### src/rtl/arith_seq.sv
// Micro-operation sequencer for the 30-bit arithmetic unit: turns one command
// into a cycle-by-cycle train of one-hot unit strobes and reports completion.
module arith_seq #(
    parameter int CNT_W = 5
) (
    input  logic             clk,
    input  logic             reset,
    input  logic             cmd_valid,
    output logic             cmd_ready,
    input  logic [2:0]       cmd_op,
    input  logic [CNT_W-1:0] cmd_count,
    output logic             opnd_req,
    input  logic             opnd_ack,
    input  logic             reg_b0_to_ac,
    output logic             do_not_b_from_ac,
    output logic             do_sum_from_ac,
    output logic             do_and_from_ac,
    output logic             do_left_shift_b_from_ac,
    output logic             do_right_shift_bc_from_ac,
    output logic             do_move_c_to_a_from_ac,
    output logic             do_move_c_to_b_from_ac,
    output logic             do_move_b_to_c_from_ac,
    output logic             done,
    output logic             flag,
    output logic             err
);

    localparam logic [2:0] OP_ADD = 3'd0;
    localparam logic [2:0] OP_SUB = 3'd1;
    localparam logic [2:0] OP_AND = 3'd2;
    localparam logic [2:0] OP_SHL = 3'd3;
    localparam logic [2:0] OP_SHR = 3'd4;

    typedef enum logic [3:0] {
        S_IDLE,
        S_LOAD_A,
        S_FETCH,
        S_LOAD_B,
        S_NEG_B,
        S_SUM,
        S_AND,
        S_SHIFT,
        S_WB,
        S_DONE
    } state_t;

    state_t           state_q, state_d;
    logic [2:0]       op_q, op_d;
    logic [CNT_W-1:0] cnt_q, cnt_d;
    logic             flag_q, flag_d;
    logic             err_q, err_d;

    always_comb begin
        state_d = state_q;
        op_d    = op_q;
        cnt_d   = cnt_q;
        flag_d  = flag_q;
        err_d   = err_q;
        unique case (state_q)
            S_IDLE: begin
                if (cmd_valid) begin
                    op_d   = cmd_op;
                    cnt_d  = cmd_count;
                    flag_d = 1'b0;
                    err_d  = 1'b0;
                    case (cmd_op)
                        OP_ADD, OP_SUB, OP_AND: state_d = S_LOAD_A;
                        OP_SHL:                 state_d = S_LOAD_B;
                        OP_SHR:                 state_d = (cmd_count == '0) ? S_DONE : S_SHIFT;
                        default: begin
                            err_d   = 1'b1;
                            state_d = S_DONE;
                        end
                    endcase
                end
            end
            S_LOAD_A: state_d = S_FETCH;
            S_FETCH: begin
                if (opnd_ack) begin
                    state_d = (op_q == OP_AND) ? S_AND : S_LOAD_B;
                end
            end
            S_LOAD_B: begin
                if (op_q == OP_SUB) begin
                    state_d = S_NEG_B;
                end else if (op_q == OP_SHL) begin
                    state_d = (cnt_q == '0) ? S_WB : S_SHIFT;
                end else begin
                    state_d = S_SUM;
                end
            end
            S_NEG_B: state_d = S_SUM;
            S_SUM:   state_d = S_WB;
            S_AND:   state_d = S_DONE;
            S_SHIFT: begin
                cnt_d = cnt_q - CNT_W'(1);
                // B0 holds the bit pushed out by the previous left shift
                if (op_q == OP_SHL) begin
                    flag_d = flag_q | reg_b0_to_ac;
                end
                if (cnt_q == CNT_W'(1)) begin
                    state_d = (op_q == OP_SHL) ? S_WB : S_DONE;
                end
            end
            S_WB: begin
                if (op_q == OP_ADD) begin
                    flag_d = reg_b0_to_ac;
                end else if (op_q == OP_SUB) begin
                    flag_d = ~reg_b0_to_ac;
                end else begin
                    flag_d = flag_q | reg_b0_to_ac;
                end
                state_d = S_DONE;
            end
            S_DONE:  state_d = S_IDLE;
            default: state_d = S_IDLE;
        endcase
    end

    always_ff @(posedge clk) begin
        if (reset) begin
            state_q <= S_IDLE;
            op_q    <= '0;
            cnt_q   <= '0;
            flag_q  <= 1'b0;
            err_q   <= 1'b0;
        end else begin
            state_q <= state_d;
            op_q    <= op_d;
            cnt_q   <= cnt_d;
            flag_q  <= flag_d;
            err_q   <= err_d;
        end
    end

    // Strobes are a pure decode of the state; the unit acts on them at the edge.
    assign cmd_ready                 = (state_q == S_IDLE);
    assign opnd_req                  = (state_q == S_FETCH);
    assign do_move_c_to_a_from_ac    = (state_q == S_LOAD_A);
    assign do_move_c_to_b_from_ac    = (state_q == S_LOAD_B);
    assign do_not_b_from_ac          = (state_q == S_NEG_B);
    assign do_sum_from_ac            = (state_q == S_SUM);
    assign do_and_from_ac            = (state_q == S_AND);
    assign do_left_shift_b_from_ac   = (state_q == S_SHIFT) && (op_q == OP_SHL);
    assign do_right_shift_bc_from_ac = (state_q == S_SHIFT) && (op_q != OP_SHL);
    assign do_move_b_to_c_from_ac    = (state_q == S_WB);
    assign done                      = (state_q == S_DONE);
    assign flag                      = done & flag_q;
    assign err                       = done & err_q;

endmodule

### config.mk
export PLATFORM = sky130hd
export DESIGN_NAME = arith_seq
export DESIGN_NICKNAME = d
export VERILOG_FILES = /design/src/rtl/arith_seq.sv
export SDC_FILE = /design/constraint.sdc
export NUM_CORES = 1
export LEC_CHECK = 0
export CORE_UTILIZATION = 35
export CTS_BUF_LIST = sky130_fd_sc_hd__clkbuf_8
export DETAILED_ROUTE_END_ITERATION = 6
export PLACE_DENSITY_LB_ADDON = 0.08
export SYNTH_ARGS = -nofsm -noshare
export SYNTH_HDL_FRONTEND = slang
export SYNTH_SLANG_ARGS = --single-unit
### constraint.sdc
create_clock -name clk -period 3 [get_ports clk]
set_input_delay 0.3 -clock clk [delete_from_list [all_inputs] [get_ports clk]]
set_output_delay 0.3 -clock clk [all_outputs]
set_load 0.01 [all_outputs]
==> summary.md, run 1 <==
| Metric | Value |
|---|---|
| Number of gates resized after CTS | `0` |
| Via total after detailed routing | `1,074` |
| Netlist cell types | `42` |
| Layout overhead on the synthesized area | `27.59%` |
| H-Tree Level Count | `1` |
| Hold Violations, Final | `0` |
| Number of enable-type register cells in the synthesized netlist | `0` |
| Remaining number of nets flagged by the antenna check after routing | `0` |
| Switching power of the nets | `437.0 uW` |
| Slew Limit Headroom | `0.6332` |
| Leakage Power | `0.0004679 uW` |
| Routed vias/inst | `5.683` |
| Ys flop type | `dfxtp_1` |
| Core Region | `2781 sq um` |
| Root cell of the clock tree | `clkbuf_8` |
| VDD IR-drop max | `0.4487 mV` |
| DR DRC count | `0` |
| Total area of multi-input combinational cells | `685.7 sq um` |
| Vias in the first global route | `953` |
| Reg area | `280.3 sq um` |
| # hold bufs at CTS | `0` |
| Worst Setup End Kind | `primary output` |
| Height of the die | `56.47 microns` |
| Number of endpoints failing setup at the final stage | `0` |
| Net count reported at finish | `175` |
| Critical path peak fanout | `13` |
| Cell count after placement | `185` |
| Internal power consumption | `591.8 uW` |
| Maximum number of pins on one net before global-route repair | `19` |
| Clock sink count | `14` |
| Clock transition at path regs | `0.06 ns` |
| Source of the critical timing path | `state_q[0]` |
| Post-layout instance count excluding filler cells | `189` |
| Gate family responsible for the most delay along the worst path | `simple AND/OR/NAND/NOR gates` |
| GRT Util Overall | `0.1791` |
| Synth Cell Area | `1038 sq um` |
| Measured slew at the worst slew-check pin | `0.5494 ns` |
| Total setup buffers inserted after CTS | `0` |
| Filler cell count | `306` |
| Die W | `56.47 microns` |
| Total power per unit cell area | `776.5 nW/um^2` |
| Reg2Reg Launch Point | `state_q[3]` |
| Top library cells by usage in the layout, fill and taps aside | `25 x clkdlybuf4s50_1, 16 x a21oi_1, 15 x nand2_1, 15 x nor2_1, 14 x dfxtp_1` |
| Starting density of the core | `0.3734` |
| Crit-path cells | `nand2b_1 -> nor3b_1 -> and2_1 -> clkdlybuf4s50_1` |
| Switching share of power | `0.4248` |
| Ratio of cells with drive above 1 in the final layout | `0.06329` |
| Arrival time at the worst endpoint | `2.10 ns` |
| Max-cap viol count | `0` |
| Proportion of synthesized chip area in sequential cells | `0.2699` |
| Final max-slew violation count | `0` |
| R2r worst-path depth | `4` |
| Detailed Route WL | `2730 microns` |
| Post-detailed-route wirelength per cell | `14.44 microns` |
| CTS tree | `yes` |
| Part of the total power dissipated in combinational logic | `0.482` |
| Avg Cell Area, Syn | `7.580 sq um` |
| DP Wirelength | `2107 microns` |
| CTS buffer count | `3` |
| Slowest cell on crit path | `dfxtp_1` |
| Terminus of the critical flop-to-flop path | `err_q` |
| Clock Tree Buf Depth | `2` |
| Outcome | `complete, no violations` |
| Die outline area | `3189 sq um` |
| Ant. Diodes | `0` |
| Later-pin clock latency in the skew report | `0.24 ns` |
| Worst hold slack | `0.4467 ns` |
| Largest incremental delay on the critical path | `0.59 ns` |
| Critical path depth | `4` |
| Mapped Nets | `153` |
| Reg2reg setup slack | `1.29 ns` |
| Data required, critical path | `2.70 ns` |
| Setup repair after global routing missed its margin | `no` |
| Starting DRT DRC Count | `38` |
| Number of detailed-route iterations in the first pass | `4` |
| Setup skew after layout | `0.002018 ns` |
| Antenna violations before repair | `0` |
| Total global routing overflow | `0` |
| Final-layout setup total negative slack | `0 ns` |
| Total number of placement rows | `19` |
| Number of register bits inferred by synthesis | `14` |
| Fraction of synthesis flops using an asynchronous set or reset pin | `0` |
| Critical path endpoint | `err` |
| Startpoint-to-endpoint class of the critical path | `reg2out` |
| Synth Warn # | `0` |
| Highest Clock Rate | `416.8 MHz` |
| Routability Congestion | `0.9201` |
| Nature of the critical path startpoint | `flop` |
| Time the worst path needs with I/O delays and setup | `2.399 ns` |
| Io pins | `26` |
| Synthesized netlist cell count | `137` |
| Buffering stage count on the worst path with inverters included | `1` |
| Worst Hold Class | `reg2reg` |
| Clock power share | `0.180` |
| Reg power frac | `0.337` |
| Most common cell after layout, fill and taps aside | `clkdlybuf4s50_1` |
| Final worst path period share | `0.7998` |
| First-pass GRT wire length | `4450 microns` |
| Port buffer count | `25` |
==> logic make-up after synthesis <==
family / after synthesis / share of synthesized area
AOI/OAI and AO/OA: 39 / 0.2434
DFF: 14 / 0.2699
xor gates and xnor gates: 1 / 0.008435
buffers and inverters: 12 / 0.06987
adders and majority gates: 3 / 0.03615
and+or+nand+nor: 68 / 0.3723
==> power groups by stage <==
stage	clock network, uW	logic [uW]	registers, uW
floorplan	0	419	283
global placement	0	496	345
detailed placement	0	495	349
CTS	192	497	344
global route	203	545	361
finish	186	496	347
==> worst min path at each step <==
stage,slack (ns),startpoint,end,depth (start not counted)
CTS,0.45,err_q,err_q,2
global route,0.48,err_q,err_q,2
finish,0.45,err_q,err_q,2
detailed placement,0.44,err_q,err_q,2
global placement,0.44,err_q,err_q,2
floorplan,0.43,err_q,err_q,2
==> layer usage <==
metal,vias to the layer above,global-route usage,wire length [microns]
met4,0,0.05575,23
met2,45,0.2992,1307
met5,-,0,0
met1,484,0.2312,1211
met3,4,0.03456,188
li1,541,-,-
==> cells in the mapped netlist, types with 2 or more instances <==
cell type | instances | share of area
and2_1 | 5 | 0.030
nor3_1 | 8 | 0.039
nand2_1 | 15 | 0.054
nor2_1 | 15 | 0.054
a31oi_1 | 2 | 0.012
ha_1 | 3 | 0.036
nand3_1 | 4 | 0.019
and4b_1 | 2 | 0.019
a21oi_1 | 16 | 0.077
o21ai_0 | 3 | 0.014
nand3b_1 | 2 | 0.014
dfxtp_1 | 14 | 0.27
a2bb2oi_1 | 2 | 0.017
nand2b_1 | 5 | 0.030
a211oi_1 | 3 | 0.022
o31a_1 | 2 | 0.017
buf_4 | 3 | 0.022
nor2b_1 | 2 | 0.012
buf_6 | 2 | 0.022
nor3_2 | 2 | 0.019
inv_1 | 4 | 0.014
o21ai_1 | 2 | 0.0096
clkbuf_1 | 2 | 0.0072
==> cell type report <==
class	count	area share
multi-input combinational	111	0.5175
timing repair buffer	25	0.1889
tap	31	0.02927
inverter	4	0.01133
clock buffer	4	0.04155
sequential	14	0.2115
==> tightest hold or removal path, cell delays in order, from the launching register on <==
cell     delay [ns]
dfxtp_1        0.30
nand2_1        0.05
a21oi_1        0.05
==> metrics by stage <==
step | worst slack [ns] | total power [uW] | utilization | instance area, sq um
after CTS | 0.6069 | 1033 | 0.4764 | 1325
after detailed placement | 0.8745 | 843.8 | 0.4566 | 1270
after global routing | 0.5005 | 1108 | 0.4764 | 1325
after global placement | 0.8939 | 840.6 | 0.4566 | 1270
after floorplan | 1.414 | 701.5 | - | 1039
final | 0.6007 | 1029 | 0.4764 | 1325
==> flip-flops by register name, indices dropped and copies added (netlist names) <==
| register | count |
|---|---|
| err_q | 1 |
| state_q | 4 |
| op_q | 3 |
| cnt_q | 5 |
| flag_q | 1 |
Note: power is estimated with default switching activity, not from simulation.
==> inputs of run 2 (changes only) <==
- clock period: 3 -> 2.3 ns (I/O delays scaled with it)
==> run 2 against run 1 <==
  * Non-clock buffer count is 3 higher
  * Via count rose by 1.1%
  * Clock power grew 31%
  * Routed wire length increased by 1.7%
  * Worst hold slack improved by 0.023 ns
  * Core utilization grew 1.2 points
  * Total power up 33%
  * First-iteration DRC count down 34%
  * Critical path type unchanged
  * Critical endpoint is now do_right_shift_bc_from_ac
  * Largest power group unchanged
==> summary.md, run 2 (synthesized netlist as in run 1, its figures left out) <==
| Metric | Value |
|---|---|
| Nature of the critical path startpoint | `flop` |
| Routability Congestion | `0.8778` |
| Io pins | `26` |
| Total power per unit cell area | `1005 nW/um^2` |
| Reg area | `281.5 sq um` |
| DP Wirelength | `2178 microns` |
| Final max-slew violation count | `0` |
| Filler cell count | `297` |
| Switching power of the nets | `576.3 uW` |
| Total global routing overflow | `0` |
| Max-cap viol count | `0` |
| Setup repair after global routing missed its margin | `no` |
| Arrival time at the worst endpoint | `1.94 ns` |
| Antenna violations before repair | `0` |
| Register with the most flip-flops | `cnt_q` |
| Worst Hold Class | `reg2reg` |
| Height of the die | `56.47 microns` |
| Ratio of cells with drive above 1 in the final layout | `0.09938` |
| Number of detailed-route iterations in the first pass | `4` |
| Clock transition at path regs | `0.06 ns` |
| Routed vias/inst | `5.656` |
| Part of the total power dissipated in combinational logic | `0.499` |
| Vias in the first global route | `1,021` |
| Switching share of power | `0.4218` |
| Net count reported at finish | `178` |
| Die outline area | `3189 sq um` |
| Starting DRT DRC Count | `25` |
| # hold bufs at CTS | `0` |
| Slowest cell on crit path | `clkdlybuf4s50_1` |
| Total number of placement rows | `19` |
| Measured slew at the worst slew-check pin | `0.4719 ns` |
| Total area of multi-input combinational cells | `695.7 sq um` |
| Final Util | `0.4885` |
| Number of gates resized after CTS | `0` |
| Starting density of the core | `0.3734` |
| Final-layout setup total negative slack | `0 ns` |
| CTS buffer count | `3` |
| DR DRC count | `0` |
| Maximum number of pins on one net before global-route repair | `16` |
| Core Region | `2781 sq um` |
| Clock sink count | `14` |
| First-pass GRT wire length | `4692 microns` |
| R2r worst-path depth | `5` |
| VDD IR-drop max | `0.6382 mV` |
| Via total after detailed routing | `1,086` |
| Worst Setup End Kind | `primary output` |
| Time the worst path needs with I/O delays and setup | `2.173 ns` |
| Top library cells by usage in the layout, fill and taps aside | `25 x clkdlybuf4s50_1, 16 x a21oi_1, 15 x nand2_1, 15 x nor2_1, 13 x dfxtp_1` |
| Number of instances on the worst hold path | `2` |
| Outcome | `complete, no violations` |
| Startpoint-to-endpoint class of the critical path | `reg2out` |
| Largest incremental delay on the critical path | `0.53 ns` |
| Setup skew after layout | `0.002771 ns` |
| Final worst path period share | `0.9447` |
| Highest Clock Rate | `460.2 MHz` |
| Remaining number of nets flagged by the antenna check after routing | `0` |
| Clock power share | `0.178` |
| Ant. Diodes | `0` |
| GRT Util Overall | `0.1880` |
| CTS tree | `yes` |
| Later-pin clock latency in the skew report | `0.24 ns` |
| Total setup buffers inserted after CTS | `0` |
| Data required, critical path | `2.07 ns` |
| Hold Violations, Final | `0` |
| Crit-path cells | `buf_4 -> and4b_1 -> and2_1 -> clkdlybuf4s50_1` |
| Detailed Route WL | `2777 microns` |
| Number of endpoints failing setup at the final stage | `0` |
| Post-detailed-route wirelength per cell | `14.46 microns` |
| Internal power consumption | `789.8 uW` |
| Critical path peak fanout | `12` |
| Flip-flop count of the largest register, all copies and words added | `5` |
| Root cell of the clock tree | `clkbuf_8` |
| Most common cell after layout, fill and taps aside | `clkdlybuf4s50_1` |
| Leakage Power | `0.0004890 uW` |
| Clock Tree Buf Depth | `2` |
| Reg power frac | `0.324` |
| Slew Limit Headroom | `0.6825` |
| Port buffer count | `25` |
| Layout overhead on the synthesized area | `30.84%` |
| Die W | `56.47 microns` |
| Registers with the highest flip-flop counts | `cnt_q: 5 flops, state_q: 4 flops, op_q: 3 flops` |
| H-Tree Level Count | `1` |
[run 2: changes by cell type in the layout (fill, tap and decap cells not counted), sizes merged]
cell,delta
buf,+3
[run 2: worst max-delay path, delay by kind of cell (launching register included)]
| kind | cells | cell delay [ns] |
|---|---|---|
| simple gates | 2 | 0.52 |
| buf+inv | 2 | 0.75 |
| flops | 1 | 0.42 |
[run 2: worst paths after layout]
path | start | to | slack (ns)
min | err_q | err_q | 0.47
max | state_q[3] | do_right_shift_bc_from_ac | 0.13
min reg2reg | err_q | err_q | 0.47
max reg2reg | state_q[3] | err_q | 0.58
[run 2: final cells by class]
type                       instances  share of cell area
clock buffer                       4             0.04052
tap                               31             0.02855
timing repair buffer              28              0.2007
sequential                        14              0.2072
inverter                           4             0.01105
multi-input combinational        111              0.5120
[run 2: stage by stage]
| step | std cells | hold slack [ns] | worst slack [ns] | total power, uW | area (sq um) |
|---|---|---|---|---|---|
| 6_report | 192 | 0.4693 | 0.1272 | 1366 | 1359 |
| 5_1_grt | 192 | 0.4910 | 0.001585 | 1484 | 1359 |
| 4_1_cts | 192 | 0.4726 | 0.05675 | 1368 | 1348 |
| 3_5_place_dp | 188 | 0.4652 | 0.3352 | 1120 | 1292 |
| 3_3_place_gp | 188 | 0.4369 | 0.3289 | 1121 | 1292 |
| 2_1_floorplan | 137 | 0.3660 | 0.7843 | 915.0 | 1039 |
[run 2: power by group through the flow]
stage / Sequential (uW) / Combinational (uW) / Clock (uW)
2_1_floorplan: 369 / 546 / 0
3_3_place_gp: 438 / 683 / 0
3_5_place_dp: 443 / 677 / 0
4_1_cts: 437 / 680 / 250
5_1_grt: 462 / 761 / 261
6_report: 442 / 681 / 243
[run 2: routing by layer]
metal | routed length, microns | vias to the layer above | track usage | share of wire
li1 | - | 545 | - | -
met1 | 1296 | 510 | 0.2387 | 0.47
met2 | 1348 | 27 | 0.3143 | 0.49
met3 | 98 | 4 | 0.03226 | 0.035
met4 | 34 | 0 | 0.07317 | 0.012
met5 | 0 | - | 0 | 0
==> inputs of run 3 (changes only) <==
- CTS_CLUSTER_SIZE: default -> 12
==> results of run 3 <==
The final DEF is identical to that of run 2; final timing and power are the same.
